## src/rtl/i2s_audio_tx.sv

```systemverilog
// I2S transmitter for the Pmod DAC. One 9-bit counter drives MCLK/SCK/LRCK, and a 32-bit shift register holds each frame.
// Define SOFT_MUTE_EN to get a ramped, attenuating mute instead of the default hard mute.
module i2s_audio_tx #(
  parameter int ATT_MAX = 8
) (
  input  logic        clk,
  input  logic        rst,
  input  logic [15:0] audio_in_left,
  input  logic [15:0] audio_in_right,
  input  logic        mute,
  output logic        audio_mclk,
  output logic        audio_sck,
  output logic        audio_lrck,
  output logic        audio_sdin,
  output logic        sample_tick
);

  logic [8:0]  cnt;
  logic [31:0] sr;
  logic        mute_q;
  logic        load;
  logic        sck_fall;
  logic        out_bit;
  logic [15:0] left_next;
  logic [15:0] right_next;

  if (ATT_MAX < 1 || ATT_MAX > 15) begin : g_att_range
    $error("i2s_audio_tx: ATT_MAX must be in 1..15");
  end

  assign load        = (cnt == 9'd511);
  assign sck_fall    = (cnt[3:0] == 4'hF);
  assign audio_mclk  = cnt[1];
  assign audio_sck   = cnt[3];
  assign audio_lrck  = cnt[8];

`ifdef SOFT_MUTE_EN
  localparam logic [3:0] ATT_TOP = 4'(ATT_MAX);

  logic [3:0] att;
  logic [3:0] att_next;

  // One attenuation step per frame; reaching the top of the ramp means true silence.
  always_comb begin
    att_next = att;
    if (mute) begin
      if (att < ATT_TOP) att_next = att + 4'd1;
    end else if (att != 4'd0) begin
      att_next = att - 4'd1;
    end
    left_next  = 16'($signed(audio_in_left)  >>> att_next);
    right_next = 16'($signed(audio_in_right) >>> att_next);
    if (att_next == ATT_TOP) begin
      left_next  = 16'h0000;
      right_next = 16'h0000;
    end
  end

  always_ff @(posedge clk or posedge rst) begin
    if (rst) att <= ATT_TOP;
    else if (load) att <= att_next;
  end

  // A frame loaded fully attenuated holds only zeros; the gate makes that explicit at the pin.
  assign out_bit = sr[31] & ~(mute_q & (att == ATT_TOP));
`else
  assign left_next  = mute ? 16'h0000 : audio_in_left;
  assign right_next = mute ? 16'h0000 : audio_in_right;

  // A muted frame holds only zeros; the gate makes that explicit at the pin.
  assign out_bit = sr[31] & ~mute_q;
`endif

  // Frame load replaces the shift on the last SCK falling event of the frame.
  always_ff @(posedge clk or posedge rst) begin
    if (rst) begin
      cnt         <= 9'd0;
      sr          <= 32'd0;
      audio_sdin  <= 1'b0;
      sample_tick <= 1'b0;
      mute_q      <= 1'b0;
    end else begin
      cnt         <= cnt + 9'd1;
      sample_tick <= load;
      if (load) begin
        audio_sdin <= out_bit;
        sr         <= {left_next, right_next};
        mute_q     <= mute;
      end else if (sck_fall) begin
        audio_sdin <= out_bit;
        sr         <= {sr[30:0], 1'b0};
      end
    end
  end

endmodule

```

## config.mk

```make
export PLATFORM = sky130hd
export DESIGN_NAME = i2s_audio_tx
export DESIGN_NICKNAME = d
export VERILOG_FILES = /design/src/rtl/i2s_audio_tx.sv
export SDC_FILE = /design/constraint.sdc
export NUM_CORES = 1
export LEC_CHECK = 0
export CAP_MARGIN = 20
export CELL_PAD_IN_SITES_DETAIL_PLACEMENT = 1
export CELL_PAD_IN_SITES_GLOBAL_PLACEMENT = 2
export CORE_ASPECT_RATIO = 1.4
export CORE_UTILIZATION = 29
export DETAILED_ROUTE_END_ITERATION = 7
export PLACE_DENSITY = 0.77
export SLEW_MARGIN = 20
export SYNTH_ARGS = -nofsm -noshare
export SYNTH_HDL_FRONTEND = slang
export SYNTH_SLANG_ARGS = --single-unit
```

## constraint.sdc

```tcl
create_clock -name clk -period 1.85 [get_ports clk]
set_clock_uncertainty 0.2 [all_clocks]
set_input_delay 0.185 -clock clk [delete_from_list [all_inputs] [get_ports clk]]
set_output_delay 0.185 -clock clk [all_outputs]
set_load 0.1 [all_outputs]
```

Word-level counts from Yosys, hierarchy flattened. Index checks and enable logic that the tools add are counted.

Word-level logic and storage cells: 17. Flip-flop bits (word level): 44. Bits of input ports: 35.

Multiplexer cells: 6. Add/sub/neg operators: 1. Reductions and logical operators: 1. Bitwise operators: 2. Equal/unequal tests: 2.

Operators by type and width (count): 2-to-1 mux 32 bit (2); 2-to-1 mux 16 bit (2); adder 9 x 1 -> 9 bit, second input constant (1); equality test 9 bit, second input constant (1); equality test 4 bit, second input constant (1); 2-to-1 mux 1 bit (2); nonzero test 2 bit (1); AND 1 bit (1); NOT 1 bit (1).

Logic depth before layout (Yosys ltp). Gate-level depths: netlist of run 1.

Word-level depth: 4. Depth in mapped cells: 9. Depth with buffers taken out: 7.

Least setup slack after synthesis of run 1. No wires, ideal clock.

Path kind: flip-flop to flip-flop. Start point: register cnt[1]. End point: register mute_q. Setup time: 0.125 ns. Arrival time: 2.290 ns. Setup slack: -0.765 ns. Stages on the path, launching flop included: 7. Clock period less this slack: 2.615 ns. Path through: dfrtp_1 ha_1 nand3_1 nor2_1 ha_1 buf_2 mux2_2.

Word-level cells in the longest chain between the ends: 1.

RTL lines: from (decl) (RTL line 18) `logic [8:0] cnt;`; from (signal assigned) (RTL line 83) `cnt <= cnt + 9'd1;`; equality test 9 bit (RTL line 31) `assign load = (cnt == 9'd511);`; to (signal assigned) (RTL line 88) `mute_q <= mute;`; to (decl) (RTL line 20) `logic mute_q;`.

Every way passes these cells. A chain may end at the register's enable or synchronous reset.

Worst setup path after layout of run 1.
Start point: register cnt[1]. End point: register sr[20].

Word-level cells in the longest chain between the ends: 2. Elaborated cells between the ends (all ways): 4. Those cells by class: eq/ne: 2; mux: 1; reduce/logical: 1.

RTL lines: equality test 9 bit * (RTL line 31); named net load (RTL line 21) `logic load;`; 2-to-1 mux 32 bit / nonzero test 2 bit (equally long branches); to (signal assigned) (RTL line 87) `sr <= {left_next, right_next};`; to (signal assigned) (RTL line 91) `sr <= {sr[30:0], 1'b0};`; to (decl) (RTL line 19) `logic [31:0] sr;`.

Mark *: on every way through the listed nets, which the timed path passes. The rest lies on a longest branch.

==> reports/results.ini, run 1 <==
[min_path]
hold_class = input pin to asynchronous set/reset pin

[worst_setup_path]
critPathMaxFanout = 11
cp-end-kind = flip-flop
crit_family = flip-flops
slowest_stage = dfrtp_4
crit_type = flip-flop to flip-flop
cpMostUsedCell = ha_4
critical_path_required_ns = 1.88
worst-path-buf-inv = 2
ff2ff_setup_slack_ns = -0.03
slowest_delay_ns = 0.49
path_cells = ha_4 -> nand3_4 -> nor2_4 -> ha_4 -> a31oi_4 -> buf_12 -> clkbuf_16 -> nand2_1 -> o21ai_2
crit_arrival_ns = 1.92
cp-start-kind = flip-flop

[layout]
antenna_cells = 0
nNetsFinal = 307
drive_above_1_share = 0.363
area_growth_pct = 55.2
fin_cells = 365

[logic_synthesis]
syn_area_per_cell_um2 = 9.96
synth_edf_count = 0
synth_area_leader_cell = dfrtp_1
ys_ff_latch = 44
async_flop_share = 1.00
syn-cell-area_mm2 = 0.00210
ys_seq_area_frac = 0.524
synth_top_family_by_area = compound AO/OA/AOI/OAI gates
ys.flop_type = dfrtp_1
synth_simple_gate_area_frac = 0.182
synthMuxAreaShare = 0.0101
synth_xor_area_frac = 0.0250
syn_nets = 249
synth_compound_area_frac = 0.186
synthCells = 211
synthDistinctLibCells = 24
synth_warnings = 0
synth_top_area_share = 0.524
synthTopCellsByArea = dfrtp_1, nor2b_1, a21oi_1
synthAdderAreaFrac = 0.0179

[drt]
vias = 1699
drt-wirelength-per-cell_um = 15.3
wl_um = 5580
first_pass_iters = 4
postRouteAntennaNets = 0
drt_iter0_markers = 71
vias_per_cell = 4.65
drc = 0

[floorplan]
die_area_mm2 = 0.00760
die_y_um = 103
die_x_um = 74.0
ios = 40
core-area_mm2 = 0.00698
rows = 36
initial_utilization = 0.301

[clocking]
h-tree-depth = 2
cts_tree = yes
ctsHoldBuffers = 0
cts-root-buf = clkbuf_8
cts.reportedPaths.clkPinSlew_ns = 0.09
clockBufferDepth = 2
cts_sinks = 44
clock_latency_ns = 0.30
numCtsBuffers = 5

[global_routing]
grt-ovfl-total = 0
grt_pass1_vias = 1777
grt_max_degree = 45
antenna_found_initial = 0
track_usage = 0.158
grt_first_pass_wirelength_um = 8910

[timing]
fmaxAchievable_ghz = 0.531
setup_viol = 16
tns_ns = -0.158
finalMaxSlewViolations = 0
tightestPinTransition_ns = 0.255
whs_ns = 0.0493
period_needed_ns = 1.88
final_hold_viol_count = 0
rsz0062_at_grt = yes
slew_headroom = 0.830
fin_crit_sh = 1.02
setup_ws_ns = -0.0340

[placed_design]
place.gp.congestion = 0.729
post-place-ws_ns = -0.0623
place.port_buffers = 39
place_hpwl_um = 3450
dp_cells = 349

[outcome]
status = finished with violations
violations = setup timing

[pwr]
power_density_mw_per_mm2 = 582
leakagePower_nw = 1.36
peakVddDrop_mv = 0.376
totalPowerFinal_mw = 1.90

[job]
maxCapViolCount = 0

[final timing paths]
| check | start | to | cells past startpoint |
|---|---|---|---|
| max in group asynchronous | rst | cnt[3]$_DFF_PP0_ | 3 |
| max reg2reg | cnt[1]$_DFF_PP0_ | sr[20]$_DFFE_PP0P_ | 9 |
| min reg2reg | sr[8]$_DFFE_PP0P_ | sr[8]$_DFFE_PP0P_ | 2 |
| min in group clk | audio_in_right[0] | sr[0]$_DFFE_PP0P_ | 3 |
| max | cnt[1]$_DFF_PP0_ | sr[20]$_DFFE_PP0P_ | 9 |
| min | rst | cnt[7]$_DFF_PP0_ | 3 |
[metrics by stage]
stage	utilization	instance area, um^2
finish	0.467	3260
global route	0.467	3260
global placement	0.407	2840
detailed placement	0.407	2840
floorplan	-	2250
CTS	0.446	3120
[cells by family after synthesis]
| family | after synthesis |
|---|---|
| XOR/XNOR | 6 |
| adder cells (fa/ha/maj) | 3 |
| multiplexers | 2 |
| AO/OA/AOI/OAI | 64 |
| buffers and inverters | 15 |
| flip-flops | 44 |
| AND/OR/NAND/NOR | 77 |
[what timing repair did]
item | 4_1_cts | 5_1_grt
buffers inserted | 1 | 2
cloned | 2 | 3
endpoints found under the setup margin | 33 | 34
resized for setup | 17 | 13
pin swaps | 1 | 2
[power by group]
group,switching (mW),internal [mW],total (mW)
Clock,0.348,0.477,0.825
Sequential,0,0.961,0.961
Combinational,0.0431,0.0704,0.114
[cells in the mapped netlist, drive strengths merged (2+ instances only)]
| library cell | number |
|---|---|
| xor2 | 3 |
| inv | 2 |
| nor2b | 31 |
| nand2 | 35 |
| ha | 3 |
| dfrtp | 44 |
| clkbuf | 3 |
| xnor2 | 3 |
| a21oi | 30 |
| o21ai | 33 |
| nand3 | 4 |
| buf | 10 |
| nor2 | 3 |
[sequential cells by signal, indices dropped and copies added (netlist names)]
register / flops
mute_q: 1
cnt: 9
sample_tick: 1
sr: 32
audio_sdin: 1
[worst register-to-register path, stage by stage (launching register included)]
cell and delay, ns:
dfrtp_4 0.49, ha_4 0.17, nand3_4 0.08, nor2_4 0.05, ha_4 0.17, a31oi_4 0.18
buf_12 0.17, clkbuf_16 0.17, nand2_1 0.07, o21ai_2 0.06
[layer usage]
layer | up-vias | share of wire | GRT usage
met3 | 8 | 0.034 | 0.0303
met1 | 837 | 0.42 | 0.202
met2 | 28 | 0.52 | 0.256
met5 | - | 0 | 0
li1 | 826 | - | -
met4 | 0 | 0.023 | 0.0695
[placed cells by master (no fill, tap or decap), types with 2 or more instances in the layout]
| master | count |
|---|---|
| a21oi_1 | 6 |
| a21oi_2 | 19 |
| a21oi_4 | 5 |
| buf_12 | 9 |
| buf_16 | 2 |
| buf_4 | 12 |
| buf_6 | 2 |
| buf_8 | 2 |
| clkbuf_16 | 3 |
| clkbuf_8 | 7 |
| clkdlybuf4s50_1 | 34 |
| dfrtp_1 | 41 |
| dfrtp_4 | 2 |
| ha_4 | 3 |
| nand2_1 | 31 |
| nand2_2 | 4 |
| nand3_1 | 3 |
| nor2_1 | 2 |
| nor2b_1 | 31 |
| o21ai_1 | 13 |
| o21ai_2 | 20 |
| xnor2_1 | 3 |
| xor2_1 | 3 |
[layout make-up]
| type | instances | area [um^2] |
|---|---|---|
| clock buffer | 7 | 96.3 |
| inverter | 2 | 7.51 |
| timing repair buffer | 64 | 793 |
| sequential | 44 | 1110 |
| multi-input combinational | 152 | 1110 |
| tap | 95 | 119 |
| fill | 764 | 3720 |
| clock inverter | 1 | 30.0 |
Power figures use the tool's default switching activity.
==> run 2: changes to the inputs <==
--- a/config.mk
+++ b/config.mk
@@ -12,6 +12,7 @@
 export CORE_UTILIZATION = 29
 export DETAILED_ROUTE_END_ITERATION = 7
 export PLACE_DENSITY = 0.77
+export REMOVE_ABC_BUFFERS = 1
 export SLEW_MARGIN = 20
 export SYNTH_ARGS = -nofsm -noshare
 export SYNTH_HDL_FRONTEND = slang
==> reports/results.ini, run 2 (same netlist as run 1, synthesis figures left out) <==
[clocking]
h-tree-depth = 2
cts_sinks = 44
clock_latency_ns = 0.30
cts.reportedPaths.clkPinSlew_ns = 0.09
clockBufferDepth = 2
cts_tree = yes
cts-root-buf = clkbuf_8
ctsHoldBuffers = 0
numCtsBuffers = 5

[worst_setup_path]
slowest_delay_ns = 0.39
ff2ff_setup_slack_ns = 0.007
worstReg2RegEnd = sr[9]$_DFFE_PP0P_
critPathMaxFanout = 14
r2r.worst_path.cells = 9
cpMostUsedCell = ha_2
rr_startpoint = cnt[1]$_DFF_PP0_
worst-path-buf-inv = 2
slowest_stage = dfrtp_1
path_cells = ha_2 -> nand3_2 -> nor2_4 -> ha_2 -> a31oi_4 -> buf_4 -> buf_16 -> nand2_1 -> o21ai_2
crit_family = flip-flops
critical_path_required_ns = 1.88
crit_type = flip-flop to flip-flop
cp-start-kind = flip-flop
crit_arrival_ns = 1.87
cp-end-kind = flip-flop

[placed_design]
place_area_mm2 = 0.00275
place.port_buffers = 39
post-place-ws_ns = -0.156
dp_cells = 349
place.gp.congestion = 0.710
place_hpwl_um = 3290

[timing]
tightestPinTransition_ns = 0.259
setup_ws_ns = 0.00681
setup_viol = 0
final_hold_viol_count = 0
tns_ns = 0
rsz0062_at_grt = yes
finalMaxSlewViolations = 0
slew_headroom = 0.827
period_needed_ns = 1.84
fmaxAchievable_ghz = 0.543
fin_crit_sh = 0.996
whs_ns = 0.0251

[layout]
nNetsFinal = 306
largest_register_ffs = 32
finish.utilization = 0.443
fillerInstances = 770
final_cell_mix = dfrtp_1, nand2_1, clkdlybuf4s50_1
antenna_cells = 0
multi_input_area_um2 = 983
area_growth_pct = 47.3
regMostFlops = sr
largestRegisters = sr x32, cnt x9
seq_area_mm2 = 0.00110
drive_above_1_share = 0.283
final_common_cell = dfrtp_1
final_area_mm2 = 0.00310
fin_cells = 364

[pwr]
totalPowerFinal_mw = 1.86
power_density_mw_per_mm2 = 602
peakVddDrop_mv = 0.298
leakagePower_nw = 1.34

[global_routing]
track_usage = 0.149
grt_pass1_vias = 1745
grt-ovfl-total = 0
grt_first_pass_wirelength_um = 8600
antenna_found_initial = 0
grt_max_degree = 45

[drt]
first_pass_iters = 3
vias_per_cell = 4.54
vias = 1652
drc = 0
drt_iter0_markers = 87
drt-wirelength-per-cell_um = 14.2
postRouteAntennaNets = 0
wl_um = 5150

[min_path]
hold_class = input pin to asynchronous set/reset pin

[floorplan]
initial_utilization = 0.301
die_area_mm2 = 0.00760
die_x_um = 74.0
core-area_mm2 = 0.00698
rows = 36
ios = 40
die_y_um = 103

[job]
maxCapViolCount = 0

[outcome]
status = finished, final reports clean

[run 2: tightest hold or removal path, cell delays in order]
cell and delay [ns]:
clkdlybuf4s50_1 0.41, inv_2 0.07, buf_12 0.23
[run 2: routing by layer]
| layer | vias to the layer above | global-route usage | routed length [um] |
|---|---|---|---|
| li1 | 815 | - | - |
| met1 | 804 | 0.196 | 2380 |
| met2 | 29 | 0.247 | 2580 |
| met3 | 4 | 0.0274 | 153 |
| met4 | 0 | 0.0488 | 39 |
| met5 | - | 0 | 0 |
[run 2: final cells by class]
type                    count  area share
repair buffers             63       0.247
well taps                  95      0.0384
inverters                   2     0.00243
clock buffers               6      0.0267
multi-input cells         152       0.318
flip-flops and latches     44       0.356
clock inverters             2      0.0125
[run 2: worst max path at each step]
stage                        endpoint  depth (start not counted)        startpoint
2_1_floorplan  audio_sdin$_DFFE_PP0P_                          6  cnt[1]$_DFF_PP0_
3_3_place_gp        sr[3]$_DFFE_PP0P_                          8  cnt[1]$_DFF_PP0_
3_5_place_dp       sr[23]$_DFFE_PP0P_                          8  cnt[1]$_DFF_PP0_
4_1_cts             sr[3]$_DFFE_PP0P_                          8  cnt[1]$_DFF_PP0_
5_1_grt            sr[28]$_DFFE_PP0P_                          8  cnt[5]$_DFF_PP0_
6_report            sr[9]$_DFFE_PP0P_                          9  cnt[1]$_DFF_PP0_
[run 2: report_power, final]
part,total (mW),internal [mW],switching [mW]
combinational,0.107,0.0694,0.0377
sequential,0.961,0.961,0
clock,0.796,0.442,0.354
total,1.86,1.47,0.391
[run 2: repair_timing]
item / CTS / global route
pin swaps: 0 / 1
setup buffers: 2 / 2
gates cloned: 1 / 2
setup endpoints to repair: 33 / 34
resized for setup: 21 / 16
==> run 3: changes to the inputs <==
--- a/config.mk
+++ b/config.mk
@@ -11,6 +11,8 @@
 export CORE_ASPECT_RATIO = 1.4
 export CORE_UTILIZATION = 29
 export DETAILED_ROUTE_END_ITERATION = 7
+export GPL_TIMING_DRIVEN = 1
+export HOLD_SLACK_MARGIN = 0.1
 export PLACE_DENSITY = 0.77
 export REMOVE_ABC_BUFFERS = 1
 export SLEW_MARGIN = 20
==> reports/results.ini, run 3 (same netlist as run 1, synthesis figures left out) <==
[outcome]
status = finished, final reports clean

[worst_setup_path]
cp-start-kind = flip-flop
critical_path_required_ns = 1.88
ff2ff_setup_slack_ns = 0.007
path_cells = ha_2 -> nand3_2 -> nor2_4 -> ha_2 -> a31oi_4 -> buf_4 -> buf_16 -> nand2_1 -> o21ai_2
cp.depth = 9
endpoint = sr[9]$_DFFE_PP0P_
cp-end-kind = flip-flop
r2r.worst_path.cells = 9
slowest_delay_ns = 0.39
slowest_stage = dfrtp_1
critPathMaxFanout = 14
rr_startpoint = cnt[1]$_DFF_PP0_
crit_arrival_ns = 1.87
worstReg2RegEnd = sr[9]$_DFFE_PP0P_
crit_type = flip-flop to flip-flop
worst-path-buf-inv = 2
crit_start = cnt[1]$_DFF_PP0_
crit_family = flip-flops
cpMostUsedCell = ha_2

[pwr]
totalPowerFinal_mw = 1.87
p_sw_mw = 0.392
p_int_mw = 1.47
leakagePower_nw = 1.35
peakVddDrop_mv = 0.298
pwr-share-comb = 0.058
sw_frac_of_total = 0.210
p_seq_frac = 0.515
power_density_mw_per_mm2 = 601
p_clk_frac = 0.427

[timing]
rsz0062_at_grt = yes
fin_crit_sh = 0.996
final_hold_viol_count = 0
setup_viol = 0
fmaxAchievable_ghz = 0.543
whs_ns = 0.247
finalMaxSlewViolations = 0
period_needed_ns = 1.84
setup_ws_ns = 0.00694
tightestPinTransition_ns = 0.259
slew_headroom = 0.827

[global_routing]
grt_max_degree = 45
met2_usage = 0.248
track_usage = 0.150
grt_first_pass_wirelength_um = 8630
grt-ovfl-total = 0
grtUsageMet3 = 0.0274
grt.busiest_layer = met2
grtUsageMet1 = 0.196
antenna_found_initial = 0
grt_pass1_vias = 1757

[drt]
drc = 0
vias_per_cell = 4.52
postRouteAntennaNets = 0
drt_iter0_markers = 79
first_pass_iters = 3
drt-wirelength-per-cell_um = 14.1
wl_um = 5150
vias = 1650

[floorplan]
ios = 40
core-area_mm2 = 0.00698
die_y_um = 103
die_area_mm2 = 0.00760
initial_utilization = 0.301
rows = 36
die_x_um = 74.0

[clocking]
h-tree-depth = 2
cts_sinks = 44
clockBufferDepth = 2
cts_tree = yes
cts.reportedPaths.clkPinSlew_ns = 0.09
cts-root-buf = clkbuf_8
clock_latency_ns = 0.30
numCtsBuffers = 5

[layout]
final_common_cell = dfrtp_1
largestRegisters = sr x32, cnt x9
drive_above_1_share = 0.281
nNetsFinal = 307
seq_area_mm2 = 0.00110
area_growth_pct = 47.7
fillerInstances = 769
regMostFlops = sr
multi_input_area_um2 = 983
antenna_cells = 0
final_cell_mix = dfrtp_1, nand2_1, clkdlybuf4s50_1
largest_register_ffs = 32

[placed_design]
place_hpwl_um = 3290
place.port_buffers = 39
place.gp.congestion = 0.710
post-place-ws_ns = -0.156

[min_path]
hold_class = input pin to flip-flop

[job]
maxCapViolCount = 0

==> run 3: changes by cell type in the layout (fill, tap and decap cells not counted) <==
cell and delta:
dlygate4sd3_1 +1
==> run 3: tightest hold or removal path, cell delays in order <==
cell and delay, ns:
clkdlybuf4s50_1 0.41, nand2_1 0.06, o21ai_1 0.05
==> run 3: area by class of cell <==
| class | instances | area share |
|---|---|---|
| clock buffer | 6 | 0.0266 |
| clock inverter | 2 | 0.0125 |
| inverter | 2 | 0.00242 |
| multi-input combinational | 152 | 0.317 |
| sequential | 44 | 0.355 |
| tap | 95 | 0.0383 |
| timing repair buffer | 64 | 0.249 |
==> run 3: stage by stage <==
step                utilization  area, um^2  TNS (ns)  cells
floorplan                     -        1990    -70.09    198
global placement          0.394        2750    -0.423    349
detailed placement        0.394        2750     -2.24    349
CTS                       0.430        3000   -0.0151    361
global route              0.445        3110     -1.61    365
finish                    0.445        3110         0    365
==> run 3: routing by layer <==
layer | wire (um) | vias to the layer above
met5 | 0 | -
met3 | 154 | 4
met2 | 2580 | 29
li1 | - | 816
met4 | 39 | 0
met1 | 2380 | 801
==> run 3: power groups by stage <==
stage	logic (mW)	registers (mW)	clock network [mW]
floorplan	0.0160	0.980	0
global placement	0.107	0.980	0
detailed placement	0.107	0.980	0
CTS	0.111	0.961	0.814
global route	0.118	0.961	0.853
finish	0.109	0.961	0.796
==> run 3: worst min path at each step <==
stage,startpoint,endpoint,slack [ns],cells after the start
2_1_floorplan,mute,sr[0]$_DFFE_PP0P_,0.08,1
3_3_place_gp,sr[14]$_DFFE_PP0P_,sr[14]$_DFFE_PP0P_,0.25,2
3_5_place_dp,sr[7]$_DFFE_PP0P_,sr[7]$_DFFE_PP0P_,0.26,2
4_1_cts,audio_in_right[0],sr[0]$_DFFE_PP0P_,0.25,3
5_1_grt,audio_in_right[0],sr[0]$_DFFE_PP0P_,0.27,3
6_report,audio_in_right[0],sr[0]$_DFFE_PP0P_,0.25,3
==> run 3: repair_timing <==
item	CTS	global route
hold endpoints to repair	44	0
cloned	1	2
resized for setup	21	16
hold buffers	1	0
setup endpoints to repair	33	34
buffers inserted	2	2
pin swaps	0	1
